$ cat config.mk
export PLATFORM = sky130hd
export DESIGN_NAME = divisor_frecuencia_prog_flat
export DESIGN_NICKNAME = d
export VERILOG_FILES = /design/src/rtl/divisor_pkg.sv /design/src/rtl/divisor_frecuencia_prog_if.sv /design/src/rtl/divisor_canal.sv /design/src/rtl/divisor_frecuencia_prog.sv /design/src/flat_wrapper.sv
export SDC_FILE = /design/constraint.sdc
export NUM_CORES = 1
export LEC_CHECK = 0
export ABC_AREA = 1
export ABC_CLOCK_PERIOD_IN_PS = 4100
export BUFFER_PORTS_ARGS = -buffer_cell sky130_fd_sc_hd__buf_2
export CORE_ASPECT_RATIO = 0.5
export CORE_MARGIN = 4
export CORE_UTILIZATION = 45
export CTS_CLUSTER_DIAMETER = 50
export DETAILED_ROUTE_END_ITERATION = 12
export PLACE_DENSITY = 0.68
export RECOVER_POWER = 50
export SLEW_MARGIN = 20
export SYNTH_ARGS = -nofsm -noshare
export SYNTH_HDL_FRONTEND = slang
export SYNTH_SLANG_ARGS = --single-unit
$ cat constraint.sdc
create_clock -name clk -period 4.1 [get_ports clk]
set_input_delay 0.205 -clock clk [delete_from_list [all_inputs] [get_ports clk]]
set_output_delay 0.205 -clock clk [all_outputs]
set_load 0.05 [all_outputs]
$ cat src/rtl/divisor_pkg.sv
// Shared constants and helpers for the programmable multi-channel divider.
package divisor_pkg;

    typedef enum logic {
        MODO_CUADRADA = 1'b0,
        MODO_PULSO    = 1'b1
    } modo_t;

    localparam int unsigned DIV_MIN = 2;

    function automatic int unsigned clamp_div(input int unsigned n);
        return (n < DIV_MIN) ? DIV_MIN : n;
    endfunction

endpackage

$ cat src/rtl/divisor_frecuencia_prog_if.sv
// Control/status bundle of the programmable divider: load port, global controls, per-channel outputs.
interface divisor_frecuencia_prog_if #(
    parameter int unsigned WIDTH  = 16,
    parameter int unsigned NUM_CH = 2
);
    localparam int unsigned CH_W = (NUM_CH > 1) ? $clog2(NUM_CH) : 1;

    logic              en;
    logic              sync;
    logic              load;
    logic [CH_W-1:0]   ch_sel;
    logic [WIDTH-1:0]  div_in;
    logic              mode_in;
    logic              load_ack;
    logic              load_err;
    logic [NUM_CH-1:0] pend;
    logic [NUM_CH-1:0] salida;
    logic [NUM_CH-1:0] tick;

    modport master (
        output en, sync, load, ch_sel, div_in, mode_in,
        input  load_ack, load_err, pend, salida, tick
    );

    modport slave (
        input  en, sync, load, ch_sel, div_in, mode_in,
        output load_ack, load_err, pend, salida, tick
    );

endinterface

$ cat src/rtl/divisor_canal.sv
// One divider channel: period counter, active/shadow divisor and mode, registered output and tick.
module divisor_canal
    import divisor_pkg::*;
#(
    parameter int unsigned WIDTH     = 16,
    parameter int unsigned DIV_RESET = 64
) (
    input  logic             clk,
    input  logic             reset,
    input  logic             en,
    input  logic             sync,
    input  logic             wr,
    input  logic [WIDTH-1:0] wr_div,
    input  logic             wr_mode,
    output logic             salida,
    output logic             tick,
    output logic             pend
);

    localparam logic [WIDTH-1:0] DIV_RST = WIDTH'(clamp_div(DIV_RESET));
    localparam logic [WIDTH-1:0] DIV_LO  = WIDTH'(DIV_MIN);

    logic [WIDTH-1:0] cnt_q, cnt_d;
    logic [WIDTH-1:0] div_q, div_d;
    logic [WIDTH-1:0] sh_q, sh_d;
    modo_t            mode_q, mode_d;
    modo_t            shm_q, shm_d;
    logic             pend_q, pend_d;
    logic             sal_q, sal_d;

    logic [WIDTH-1:0] last;
    logic [WIDTH-1:0] thr;
    logic             wrap;

    assign last = div_q - WIDTH'(1);
    assign thr  = div_q - (div_q >> 1);
    assign wrap = en && (cnt_q == last);

    always_comb begin
        cnt_d  = cnt_q;
        div_d  = div_q;
        sh_d   = sh_q;
        mode_d = mode_q;
        shm_d  = shm_q;
        pend_d = pend_q;
        sal_d  = sal_q;

        if (sync) begin
            cnt_d = '0;
            sal_d = 1'b0;
            if (pend_q) begin
                div_d = sh_q;
                mode_d = shm_q;
            end
            pend_d = 1'b0;
        end else if (en) begin
            if (wrap) begin
                cnt_d = '0;
                if (pend_q) begin
                    div_d = sh_q;
                    mode_d = shm_q;
                end
                pend_d = 1'b0;
            end else begin
                cnt_d = cnt_q + WIDTH'(1);
            end
            // Old N/mode suffice: at a wrap the new count is 0, which is low for any N>=2.
            if (mode_q == MODO_PULSO) begin
                sal_d = (cnt_d == last);
            end else begin
                sal_d = (cnt_d >= thr);
            end
        end

        // Load capture after wrap/sync so a same-edge write waits for the next boundary.
        if (wr) begin
            sh_d   = (wr_div < DIV_LO) ? DIV_LO : wr_div;
            shm_d  = modo_t'(wr_mode);
            pend_d = 1'b1;
        end
    end

    always_ff @(posedge clk) begin
        if (reset) begin
            cnt_q  <= '0;
            div_q  <= DIV_RST;
            sh_q   <= DIV_RST;
            mode_q <= MODO_CUADRADA;
            shm_q  <= MODO_CUADRADA;
            pend_q <= 1'b0;
            sal_q  <= 1'b0;
        end else begin
            cnt_q  <= cnt_d;
            div_q  <= div_d;
            sh_q   <= sh_d;
            mode_q <= mode_d;
            shm_q  <= shm_d;
            pend_q <= pend_d;
            sal_q  <= sal_d;
        end
    end

    assign tick   = wrap;
    assign salida = sal_q;
    assign pend   = pend_q;

endmodule

$ cat src/rtl/divisor_frecuencia_prog.sv
// Multi-channel programmable divider top: channel select decode, load handshake, channel array.
module divisor_frecuencia_prog
    import divisor_pkg::*;
#(
    parameter int unsigned WIDTH     = 16,
    parameter int unsigned NUM_CH    = 2,
    parameter int unsigned DIV_RESET = 64
) (
    input logic                      clk,
    input logic                      reset,
    divisor_frecuencia_prog_if.slave dif
);

    logic              sel_ok;
    logic              ack_q, ack_d;
    logic              err_q, err_d;
    logic [NUM_CH-1:0] wr;
    logic [NUM_CH-1:0] sal;
    logic [NUM_CH-1:0] tck;
    logic [NUM_CH-1:0] pnd;

    assign sel_ok = (32'(dif.ch_sel) < NUM_CH);

    always_comb begin
        ack_d = dif.load && sel_ok;
        err_d = dif.load && !sel_ok;
        wr    = '0;
        for (int unsigned i = 0; i < NUM_CH; i++) begin
            wr[i] = dif.load && (32'(dif.ch_sel) == i);
        end
    end

    always_ff @(posedge clk) begin
        if (reset) begin
            ack_q <= 1'b0;
            err_q <= 1'b0;
        end else begin
            ack_q <= ack_d;
            err_q <= err_d;
        end
    end

    for (genvar g = 0; g < NUM_CH; g++) begin : g_canal
        divisor_canal #(
            .WIDTH     (WIDTH),
            .DIV_RESET (DIV_RESET)
        ) u_canal (
            .clk     (clk),
            .reset   (reset),
            .en      (dif.en),
            .sync    (dif.sync),
            .wr      (wr[g]),
            .wr_div  (dif.div_in),
            .wr_mode (dif.mode_in),
            .salida  (sal[g]),
            .tick    (tck[g]),
            .pend    (pnd[g])
        );
    end

    assign dif.load_ack = ack_q;
    assign dif.load_err = err_q;
    assign dif.salida   = sal;
    assign dif.tick     = tck;
    assign dif.pend     = pnd;

endmodule
$ cat src/flat_wrapper.sv
// flat-port wrapper written by rule: the top's interface ports become plain ports
module divisor_frecuencia_prog_flat import divisor_pkg::*;
#(
    parameter int unsigned WIDTH     = 16,
    parameter int unsigned NUM_CH    = 2,
    parameter int unsigned DIV_RESET = 64
)
  (clk, reset, dif_en, dif_sync, dif_load, dif_ch_sel, dif_div_in, dif_mode_in, dif_load_ack, dif_load_err, dif_pend, dif_salida, dif_tick);
  divisor_frecuencia_prog_if #(.WIDTH(WIDTH), .NUM_CH(NUM_CH)) dif_i ();
  input logic clk;
  input logic reset;
  input wire logic [$bits(dif_i.en)-1:0] dif_en;
  input wire logic [$bits(dif_i.sync)-1:0] dif_sync;
  input wire logic [$bits(dif_i.load)-1:0] dif_load;
  input wire logic [$bits(dif_i.ch_sel)-1:0] dif_ch_sel;
  input wire logic [$bits(dif_i.div_in)-1:0] dif_div_in;
  input wire logic [$bits(dif_i.mode_in)-1:0] dif_mode_in;
  output wire logic [$bits(dif_i.load_ack)-1:0] dif_load_ack;
  output wire logic [$bits(dif_i.load_err)-1:0] dif_load_err;
  output wire logic [$bits(dif_i.pend)-1:0] dif_pend;
  output wire logic [$bits(dif_i.salida)-1:0] dif_salida;
  output wire logic [$bits(dif_i.tick)-1:0] dif_tick;
  assign dif_i.en = dif_en;
  assign dif_i.sync = dif_sync;
  assign dif_i.load = dif_load;
  assign dif_i.ch_sel = dif_ch_sel;
  assign dif_i.div_in = dif_div_in;
  assign dif_i.mode_in = dif_mode_in;
  assign dif_load_ack = dif_i.load_ack;
  assign dif_load_err = dif_i.load_err;
  assign dif_pend = dif_i.pend;
  assign dif_salida = dif_i.salida;
  assign dif_tick = dif_i.tick;
  divisor_frecuencia_prog #(.WIDTH(WIDTH), .NUM_CH(NUM_CH), .DIV_RESET(DIV_RESET)) u_core (.clk(clk), .reset(reset), .dif(dif_i));
endmodule
==> reports/summary.txt <==
Status: finished with violations
Violations in the final reports: max-capacitance violations, max-slew violations
Final Hold Violating Endpoints: 0
Final worst-path cycle share: 0.926
Final ANT Viol Nets: 0
Layout cells sized above 1: 0.0563
Post-synth cell types: 38
Crit path launch type: flip-flop
Final slew viol count: 52
Max incr delay on CP: 430 ps
# rows: 36
Setup Crit Path Kind: reg2reg
Dominant synthesized flop cell: dfxtp_1
Worst EP arrival: 4060 ps
Synth warn: 0
Slowest CP cell: fa_1
# nets final: 1537
First-pass GRT wire length: 42200 µm
Die height: 108 µm
Detailed Route Iter0 Violations: 718
Period minus WS final: 3800 ps
Max VDD drop: 0.186 mV
Max_cap viols: 1
Total number of vias: 8877
Skew final: 11.7 ps
Count of final setup violators: 0
Achievable Freq: 263 MHz
CTS tree: yes
Mapped cell area: 8950 µm²
Worst hold path type: in2reg
Placed Cells: 1671
Crit-path cells: inv_2 -> ha_2 -> inv_1 -> fa_1 -> a31oi_4 -> o21ai_1 -> nand2_1 -> a21oi_1 -> nor2_1 -> o21ai_1 -> a21oi_1 -> nor2_1 -> nor2_1 -> xor2_1 -> ha_1 -> nand2_1 -> inv_1 -> nand3_1 -> inv_1 -> a21oi_1 -> nand3_1 -> a21oi_1 -> a21oi_1
Initial antenna violation count: 0
CP Data Required Time: 4360 ps
CP endpoint kind: flip-flop
Ant diodes: 0
Area growth, synth to finish: 7.62%
Global route overflow: 0
DR pass1 iterations: 6
Cell mode on critical path: a21oi_1
GRT Total Usage: 0.229
Drt drc: 0
Pwr/cell area: 311 nW/µm²
Post-CTS Hold Buffers: 0
Final Util: 0.494
Core Region: 19500 µm²
DIE WIDTH: 207 µm
FF+latch count, synth: 105
Fin cells: 1687
DIE AREA: 22300 µm²
Vias in the first global route: 8451
Dpl cell area: 9290 µm²
Starting Density: 0.459
Clock Pin Slew Worst Setup and Hold Paths: 80 ps
Post-DR wirelength/cell: 15.2 µm
FFs w/ async S/R, synth: 0
Post-Synthesis Net Count: 1530
Syn Inst Count: 1409
CP max FO: 7
# IOs: 31
Final instance area: 9630 µm²
Syn_area_per_cell: 6.35 µm²
CTS H-tree depth: 3
DP HPWL: 20700 µm
Slew @ Worst Pin: 1570 ps
Slew headroom: -0.0482
Max clock buf depth: 2
Clock Sinks: 105
Worst skew pair latency: 370 ps
Worst path bufs/invs: 4
Sequential fraction of the synthesis area: 0.235
Number of flops mapped to enable cells by yosys: 0
Worst R2R Setup Slack: 300 ps
Total clock buffers created by CTS: 9
Pin count of the biggest net entering global routing: 67
Lkg Pwr: 4.83 nW
Post-Route WL: 25600 µm
Vias per inst: 5.26
Delay-heaviest family, CP: compound AO/OA/AOI/OAI gates
RD Place Congestion: 1.00
I/O Buffers: 29
Root buf cell: clkbuf_16
layout by cell type, fill, tap and decap left out, types with 2 or more instances in the layout:
master,netlist,routed
nand4_1,14,14
clkinvlp_4,0,2
nor2_1,101,101
a21oi_1,135,135
nor2_2,5,5
nor3_1,21,19
nand2_1,316,315
xnor2_1,5,5
inv_2,6,6
clkbuf_1,29,8
nor4_1,10,10
ha_1,96,95
inv_1,212,212
clkinv_1,2,2
dfxtp_1,105,104
nor2_4,3,3
nand2_2,10,11
nor3_2,0,2
o211ai_1,4,4
nand3_1,105,105
o21ai_1,7,10
a21boi_1,0,3
o21ai_0,128,125
buf_4,8,8
buf_2,3,23
xor2_1,57,57
nand3b_1,5,5
fa_1,2,2
inv_6,0,2
inv_8,0,2
clkbuf_16,0,9
tightest hold or removal path: stages:
cell    delay (ps)
buf_2           90
inv_1           40
nor2_1          70
kinds of logic (layout without fill, tap and decap cells):
logic type | after synthesis | after routing | synth area share
fa+ha+maj | 98 | 98 | 0.139
other cells | 1 | 1 | 0.000419
compound gates | 287 | 287 | 0.165
flops | 105 | 105 | 0.235
xor+xnor | 62 | 62 | 0.0607
simple gates | 593 | 593 | 0.283
buf+inv | 263 | 275 | 0.117
per-layer routing:
layer | up-vias | global-route usage | wire length, µm
met3 | 38 | 0.0373 | 1270
met4 | 0 | 0.0594 | 526
li1 | 4577 | - | -
met2 | 234 | 0.403 | 11800
met1 | 4028 | 0.295 | 12000
met5 | - | 0 | 0
power breakdown:
part / internal, mW / switching (mW) / total [mW]
logic: 0.322 / 0.604 / 0.926
clock network: 0.489 / 0.466 / 0.955
registers: 1.07 / 0.0468 / 1.12
total: 1.88 / 1.12 / 3.00
worst paths after layout:
path | start | endpoint | cells after the start
setup / recovery | u_core.g_canal[0].u_canal.div_q[0] | u_core.g_canal[0].u_canal.salida | 23
hold / removal | dif_load | u_core.dif.load_ack | 3
setup reg to reg | u_core.g_canal[0].u_canal.div_q[0] | u_core.g_canal[0].u_canal.salida | 23
hold reg to reg | u_core.g_canal[1].u_canal.shm_q | u_core.g_canal[1].u_canal.shm_q | 2
layout make-up:
type | count | area, µm²
flip-flops and latches | 105 | 2100
repair buffers | 39 | 205
well taps | 266 | 333
clock buffers | 9 | 225
inverters | 220 | 826
clock inverters | 7 | 85.1
multi-input cells | 1041 | 5850
fillers | 2031 | 9870
sequential cells by signal, indices dropped and copies added, names as in the netlist:
name	count
u_core.dif.load_ack	1
u_core.g_canal.u_canal.cnt_q	32
u_core.g_canal.u_canal.div_q	32
u_core.g_canal.u_canal.mode_q	2
u_core.g_canal.u_canal.pend	2
u_core.g_canal.u_canal.salida	2
u_core.g_canal.u_canal.sh_q	32
u_core.g_canal.u_canal.shm_q	2
synth_stat cells, types with 4 or more instances:
library cell	instances	area share
a21oi_1	135	0.076
buf_4	8	0.0067
clkbuf_1	29	0.012
dfxtp_1	105	0.23
ha_1	96	0.13
inv_1	212	0.089
inv_2	6	0.0025
nand2_1	316	0.13
nand2_2	10	0.0070
nand3_1	105	0.059
nand3b_1	5	0.0042
nand4_1	14	0.0098
nor2_1	101	0.042
nor2_2	5	0.0035
nor3_1	21	0.012
nor4_1	10	0.0070
o211ai_1	4	0.0034
o21ai_0	128	0.072
o21ai_1	7	0.0039
xnor2_1	5	0.0049
xor2_1	57	0.056
timing repair:
action	4_1_cts	5_1_grt
resized for setup	0	16
buffers inserted	0	0
endpoints found under the hold margin	0	0
setup endpoints to repair	0	2
stage by stage:
step                total power, mW  setup slack [ps]  setup TNS (ps)  hold slack [ps]
floorplan                      1.81               891               0              330
detailed placement             2.04              63.3               0              444
CTS                            3.00              10.1               0             62.6
global placement               2.02               132               0              438
finish                         3.00               302               0             72.3
global route                   3.20             -31.4           -31.4              110
No activity file was read; power rests on OpenSTA's default activity.
